[config.mk]
export PLATFORM = sky130hd
export DESIGN_NAME = instr_issuer
export DESIGN_NICKNAME = d
export VERILOG_FILES = /design/src/rtl/cpuy_pkg.sv /design/src/rtl/instr_len_decode.sv /design/src/rtl/instr_issuer.sv
export SDC_FILE = /design/constraint.sdc
export NUM_CORES = 1
export LEC_CHECK = 0
export ABC_AREA = 1
export CAP_MARGIN = 5
export CORE_MARGIN = 3
export CORE_UTILIZATION = 52
export CTS_BUF_LIST = sky130_fd_sc_hd__clkbuf_4 sky130_fd_sc_hd__clkbuf_8
export DETAILED_ROUTE_END_ITERATION = 12
export PLACE_DENSITY = 0.87
export SYNTH_ARGS = -nofsm -noshare
export SYNTH_HDL_FRONTEND = slang
export SYNTH_SLANG_ARGS = --single-unit
[constraint.sdc]
create_clock -name clk -period 5.6 [get_ports clk]
set_clock_uncertainty 0.15 [all_clocks]
set_input_delay 1.12 -clock clk [delete_from_list [all_inputs] [get_ports clk]]
set_output_delay 1.12 -clock clk [all_outputs]
set_load 0.03 [all_outputs]
[src/rtl/cpuy_pkg.sv]
// Shared types and constants for the instruction issuer: FSM states,
// length-decode codes, pointer width and the default HALT opcode.
package cpuy_pkg;

  localparam int PTR_W      = 8;
  localparam int CACHE_SIZE = 256;

  localparam logic [7:0] HALT_OPCODE_DEF = 8'hFF;

  localparam logic [1:0] LEN_1 = 2'd1;
  localparam logic [1:0] LEN_2 = 2'd2;
  localparam logic [1:0] LEN_3 = 2'd3;

  typedef enum logic [1:0] {
    ST_WAIT  = 2'd0,
    ST_ISSUE = 2'd1,
    ST_HALT  = 2'd2
  } state_e;

  typedef logic [PTR_W-1:0] ptr_t;

endpackage

[src/rtl/instr_len_decode.sv]
// Combinational instruction length decode from the top two opcode bits.
module instr_len_decode
  import cpuy_pkg::*;
(
  input  logic [1:0] len_sel,
  output logic [1:0] len
);

  always_comb begin
    len = LEN_1;
    unique case (len_sel)
      2'b00:   len = LEN_1;
      2'b01:   len = LEN_2;
      2'b10:   len = LEN_3;
      default: len = LEN_1;
    endcase
  end

endmodule

[src/rtl/instr_issuer.sv]
// Issues complete instructions from the prefetch cache to the core and owns icp.
// Optional INSTR_ISSUER_STATS_EN adds saturating issued/stall counters.
//
// Handshake: an instruction transfers on a rising edge where instr_valid and
// instr_ready are both high; instr_valid never drops without a transfer unless
// an accepted redirect or reset discards the instruction, and the payload is
// held stable while instr_valid && !instr_ready.
module instr_issuer
  import cpuy_pkg::*;
#(
  parameter logic [7:0] HALT_OPCODE = HALT_OPCODE_DEF
) (
  input  logic       clk,
  input  logic       rst,
  input  logic       enable,
  input  logic [7:0] data_in_0,
  input  logic [7:0] data_in_1,
  input  logic [7:0] data_in_2,
  input  logic [7:0] ecp_value,
  output logic [7:0] icp_value,
  output logic       instr_valid,
  input  logic       instr_ready,
  output logic [7:0] instr_opcode,
  output logic [7:0] instr_op1,
  output logic [7:0] instr_op2,
  output logic [1:0] instr_len,
  input  logic       redirect_valid,
  input  logic [7:0] redirect_addr,
  output logic       redirect_err,
  output logic       halted,
  output logic [1:0] dbg_state
`ifdef INSTR_ISSUER_STATS_EN
  ,
  output logic [15:0] issued_count,
  output logic [15:0] stall_count
`endif
);

  state_e     state_q, state_d;
  ptr_t       icp_q, icp_d;
  logic [7:0] opcode_q, opcode_d;
  logic [7:0] op1_q, op1_d;
  logic [7:0] op2_q, op2_d;
  logic [1:0] len_q, len_d;
  logic       err_q, err_d;

  logic [1:0] len_dec;
  ptr_t       avail;
  ptr_t       redir_dist;
  logic       redir_ok;
  logic       handshake;
  logic       bytes_ready;

  instr_len_decode u_len_decode (
    .len_sel (data_in_0[7:6]),
    .len     (len_dec)
  );

  // Both distances are mod-256; a target equal to ecp is still inside the window.
  assign avail       = ecp_value - icp_q;
  assign redir_dist  = redirect_addr - icp_q;
  assign redir_ok    = (redir_dist <= avail);
  assign handshake   = (state_q == ST_ISSUE) && instr_ready;
  assign bytes_ready = (avail >= {6'd0, len_dec});

  always_comb begin
    state_d  = state_q;
    icp_d    = icp_q;
    opcode_d = opcode_q;
    op1_d    = op1_q;
    op2_d    = op2_q;
    len_d    = len_q;
    err_d    = 1'b0;

    unique case (state_q)
      ST_WAIT: begin
        if (enable && bytes_ready) begin
          opcode_d = data_in_0;
          op1_d    = (len_dec >= LEN_2) ? data_in_1 : 8'd0;
          op2_d    = (len_dec == LEN_3) ? data_in_2 : 8'd0;
          len_d    = len_dec;
          state_d  = ST_ISSUE;
        end
      end
      ST_ISSUE: begin
        if (instr_ready) begin
          icp_d   = icp_q + {6'd0, len_q};
          state_d = (opcode_q == HALT_OPCODE) ? ST_HALT : ST_WAIT;
        end
      end
      ST_HALT: begin
        state_d = ST_HALT;
      end
      default: state_d = ST_WAIT;
    endcase

    // An accepted redirect overrides any advance; the window check uses the old icp.
    if (redirect_valid) begin
      if (redir_ok) begin
        icp_d   = redirect_addr;
        state_d = ST_WAIT;
      end else begin
        err_d = 1'b1;
      end
    end
  end

  always_ff @(posedge clk or negedge rst) begin
    if (!rst) begin
      state_q  <= ST_WAIT;
      icp_q    <= '0;
      opcode_q <= '0;
      op1_q    <= '0;
      op2_q    <= '0;
      len_q    <= '0;
      err_q    <= 1'b0;
    end else begin
      state_q  <= state_d;
      icp_q    <= icp_d;
      opcode_q <= opcode_d;
      op1_q    <= op1_d;
      op2_q    <= op2_d;
      len_q    <= len_d;
      err_q    <= err_d;
    end
  end

  assign icp_value    = icp_q;
  assign instr_valid  = (state_q == ST_ISSUE);
  assign instr_opcode = opcode_q;
  assign instr_op1    = op1_q;
  assign instr_op2    = op2_q;
  assign instr_len    = len_q;
  assign redirect_err = err_q;
  assign halted       = (state_q == ST_HALT);
  assign dbg_state    = state_q;

`ifdef INSTR_ISSUER_STATS_EN
  logic [15:0] issued_q, issued_d;
  logic [15:0] stall_q, stall_d;
  logic        stall_now;

  assign stall_now = (state_q == ST_WAIT) && enable && !bytes_ready;

  always_comb begin
    issued_d = issued_q;
    stall_d  = stall_q;
    if (handshake && (issued_q != 16'hFFFF)) issued_d = issued_q + 16'd1;
    if (stall_now && (stall_q != 16'hFFFF))  stall_d  = stall_q + 16'd1;
  end

  always_ff @(posedge clk or negedge rst) begin
    if (!rst) begin
      issued_q <= '0;
      stall_q  <= '0;
    end else begin
      issued_q <= issued_d;
      stall_q  <= stall_d;
    end
  end

  assign issued_count = issued_q;
  assign stall_count  = stall_q;
`else
  // Statistics counters are not built in this configuration.
`endif

endmodule

==> results.txt <==
The number of global-route vias before repair is 2,469. The maximum root-to-sink buffer count was 2. The category of the most critical setup path is input port to flop. On the final layout, the worst hold slack is 0.336 ns. The width of the chip is 76.9 µm. The die outline height is 76.9 µm.

The largest vdd supply drop came out at 0.393 mV. For the internal power component, the log shows 1.04 mW. The mapped netlist covers 0.00262 mm². In this run the tightest slew margin relative to its limit is 45.0%.

In the finished design, the share of the clock period the worst path needs comes to 75.6%. TritonCTS built the clock tree. The total of buffers placed on input and output ports was 83. Net switching is 51.7% of the power. The number of warnings issued by yosys was 0; the worst-skew pair later-pin latency was 0.29 ns.

The data arrival time at the worst-slack endpoint is 4.26 ns, and the post-layout utilization of the core is 74.4%. For the number of nets in the layout, the log shows 500. The tools report the hold path endpoint as instr_op1[3]$_DFFE_PN0P_.

The flow ran to the end, and the final reports show no timing, DRC or antenna violations. Traced cell by cell, the critical path runs through clkdlybuf4s50_1 -> ha_1 -> nand2_1 -> o21ai_0 -> a21oi_1 -> o21bai_1 -> a21o_1 -> a21oi_1 -> xor2_1 -> ha_1 -> nand3_1 -> inv_1 -> nand3_1 -> nand2_1 -> nand2_2 -> nand2_2 -> nand2_1 -> nand2_1 -> inv_1. In this run the critical register-to-register path is launched from icp_value[1]$_DFF_PN0_. Each instance of the synthesized netlist takes up on average 7.69 µm². The count of cell types in the netlist was 31. In this run the clock root is driven by a clkbuf_8.

The cell family contributing the most delay on the critical path is compound AO/OA/AOI/OAI gates. The number of clock sinks was 37; the combined buffer and inverter count along the critical path was 3. In the routed layout, each cell is associated on average with a via count of 5.08. The number of setup buffers added after CTS is 0. The first global-routing pass estimated 11.2 mm of wire. The number of DRC markers after the initial detailed-route iteration is 48. For the worst setup path, the data required time is 5.63 ns. Actual transition at the worst max-transition pin: 0.824 ns.

Initial antenna violation count: 0. For this run, the slowest stage of the critical path takes 0.47 ns. The region available for standard cell placement spans 0.00479 mm².

Setup repair after global routing left no endpoint under its margin. The tools report the power spent charging and discharging nets as 1.12 mW. Maximum number of pins on one net before global-route repair: 38. The endpoint identified for the worst register-to-register timing path is icp_value[5]$_DFF_PN0_. In this run the core area contains 25 standard-cell rows. For the number of DRC violations after detailed routing, the log shows 0. The number of cells traversed by the worst hold path was 2. For this design, the CTS-stage hold fixing added 0 buffers. The run gives 0 as the count of cells resized by post-cts repair. The power density of the placed cells came out at 606 mW/mm².

The peak fanout along the critical path is 11, and the initial standard-cell utilization of the core is 54.7%. Clock transition at the registers of the reported paths: 0.07 ns. Full die area: 0.00592 mm². Slowest library cell on the worst path: clkdlybuf4s50_1.

The worst path in the final design needs a cycle of 4.23 ns, including I/O delays and setup. Hold path startpoint: instr_op1[3]$_DFFE_PN0P_. The final antenna-violating net count is 0, and the count of vias placed by the detailed router is 2,501. The worst hold-check path type was flop to flop.

Among the stages of the critical path, the cell type that occurs most often is nand2_1. Number of maximum-capacitance constraint violations: 0. The final setup violation count is 0. The number of failing hold endpoints at the final stage is 0, and the number of register bits inferred by synthesis is 37. The run gives 2 as the CTS H-tree depth. The sequential area share after synthesis came out at 35.4%. The worst setup path is launched from an input port.

The tools report the final weighted congestion in routability-driven placement as 0.791. Wires add up to 6.53 mm. The number of cells on the worst reg-to-reg path is 19. The total routing resource utilization after global routing was 23.3%; the register-to-register setup slack was 2.15 ns.

The run gives 4 as the first-pass detailed-route iteration total. STA classifies the critical path endpoint as a flop. Dividing the detail-routed wire length by the instance count gives 13.3 µm. The logs give 416 for the total nets after synthesis and 0 for the antenna diode count. The total leakage power was 1.83 nW; the post-route setup TNS was 0 ns.

Synthesis produced 340 cells. The tools report the top-level I/O count as 84. After filler insertion, the fill cell instance count of the layout stands at 368. The highest clock frequency the design can meet is 0.236 GHz, and the final HPWL from detailed placement is 5.17 mm. The number of max-slew violations in the final report was 0; the signed area change from the synthesized netlist to the final layout was 36.1%. The share of power burned in combinational logic is 69.9%, and the fraction of power consumed by sequential logic is 21.4%.

The part of the power in the clock network is 8.7%, and the fraction of final layout cells with drive strength greater than 1 is 4.00%. The tools report the TritonCTS buffer count as 5. The total overflow reported by the global router came out at 0.
-- cells in the mapped netlist, drive strengths merged --
| cell | number | area share, % |
|---|---|---|
| a21o | 1 | 0.29 |
| a21oi | 13 | 2.5 |
| a41oi | 1 | 0.33 |
| buf | 7 | 2.2 |
| dfrtp | 37 | 35 |
| fa | 3 | 2.3 |
| ha | 28 | 13 |
| inv | 49 | 7.0 |
| mux2 | 1 | 0.43 |
| mux2i | 1 | 0.38 |
| nand2 | 116 | 17 |
| nand3 | 20 | 4.0 |
| nand3b | 1 | 0.29 |
| nand4 | 3 | 0.72 |
| nor2 | 17 | 2.7 |
| nor3 | 3 | 0.57 |
| nor3b | 1 | 0.29 |
| nor4 | 1 | 0.24 |
| o21a | 1 | 0.29 |
| o21ai | 16 | 3.2 |
| o21bai | 3 | 0.86 |
| xnor2 | 4 | 1.3 |
| xor2 | 13 | 4.4 |
-- metrics by stage --
stage / power (mW) / instance area [µm²] / std cells / worst slack, ns
2_1_floorplan: 1.52 / 2620 / 340 / 2.02
3_3_place_gp: 1.91 / 3470 / 484 / 1.19
3_5_place_dp: 1.96 / 3470 / 484 / 1.15
4_1_cts: 2.16 / 3560 / 492 / 1.45
5_1_grt: 2.37 / 3560 / 492 / 1.11
6_report: 2.16 / 3560 / 492 / 1.37
-- power by group through the flow --
stage | logic (mW) | registers [mW] | clock network [mW]
3_3_place_gp | 1.45 | 0.460 | 0
5_1_grt | 1.70 | 0.474 | 0.201
2_1_floorplan | 0.871 | 0.647 | 0
6_report | 1.51 | 0.462 | 0.188
3_5_place_dp | 1.50 | 0.461 | 0
4_1_cts | 1.51 | 0.460 | 0.189
-- worst reg2reg max path: stages (launching register included) --
cell and delay, ns:
dfrtp_1 0.44, inv_1 0.17, ha_1 0.32, nand2_1 0.04, o21ai_0 0.31, a21oi_1 0.12
o21bai_1 0.21, a21o_1 0.15, a21oi_1 0.07, xor2_1 0.14, ha_1 0.29, nand3_1 0.11
inv_1 0.09, nand3_1 0.07, nand2_1 0.08, nand2_2 0.15, nand2_2 0.26, nand2_1 0.08
nand2_1 0.06, inv_1 0.04
-- kinds of logic after synthesis --
logic type / count (synthesis) / share of synthesized area [%]
AO/OA/AOI/OAI: 35 / 7.46
XOR/XNOR: 17 / 5.69
adder cells (fa/ha/maj): 31 / 15.7
buffers and inverters: 56 / 9.28
flip-flops: 37 / 35.4
multiplexers: 2 / 0.813
AND/OR/NAND/NOR: 162 / 25.7
-- cell type report --
cell class	count	area, µm²	share of cell area (%)
tap	67	83.8	2.35
clock buffer	6	76.3	2.14
sequential	37	926	26.0
clock inverter	2	10.0	0.281
multi-input combinational	247	1450	40.7
inverter	49	184	5.17
timing repair buffer	84	833	23.4
-- layer usage --
metal	global-route usage, %	wire length, µm
met1	28.3	2760
met2	39.4	3170
met3	7.86	500
met4	6.52	98
met5	0	0
-- cells in the final DEF, fill, tap and decap left out, drive strengths merged --
cell type / n
a41oi: 1
nor3: 3
clkdlybuf4s50: 82
xnor2: 4
nor3b: 1
mux2: 1
a21o: 1
nor2: 17
buf: 2
ha: 28
nand4: 3
nand2: 116
nand3: 20
inv: 49
a21oi: 13
dfrtp: 37
fa: 3
clkinv: 2
clkbuf: 6
o21a: 1
o21bai: 3
mux2i: 1
o21ai: 16
xor2: 13
nand3b: 1
nor4: 1
-- sequential cells by signal, summed over array words and instances, names as in the netlist --
signal,count
dbg_state,2
icp_value,8
redirect_err,1
instr_len,2
instr_opcode,8
instr_op1,8
instr_op2,8
-- how the worst max path moves through the flow --
stage	end	slack [ns]	cells past startpoint	from
3_3_place_gp	icp_value[6]$_DFF_PN0_	1.19	19	redirect_addr[2]
3_5_place_dp	icp_value[6]$_DFF_PN0_	1.15	19	redirect_addr[2]
5_1_grt	icp_value[5]$_DFF_PN0_	1.11	19	redirect_addr[2]
4_1_cts	icp_value[5]$_DFF_PN0_	1.45	19	redirect_addr[2]
6_report	icp_value[5]$_DFF_PN0_	1.37	19	redirect_addr[2]
2_1_floorplan	icp_value[6]$_DFF_PN0_	2.02	19	redirect_addr[2]
(Power assumes the default switching activity.)
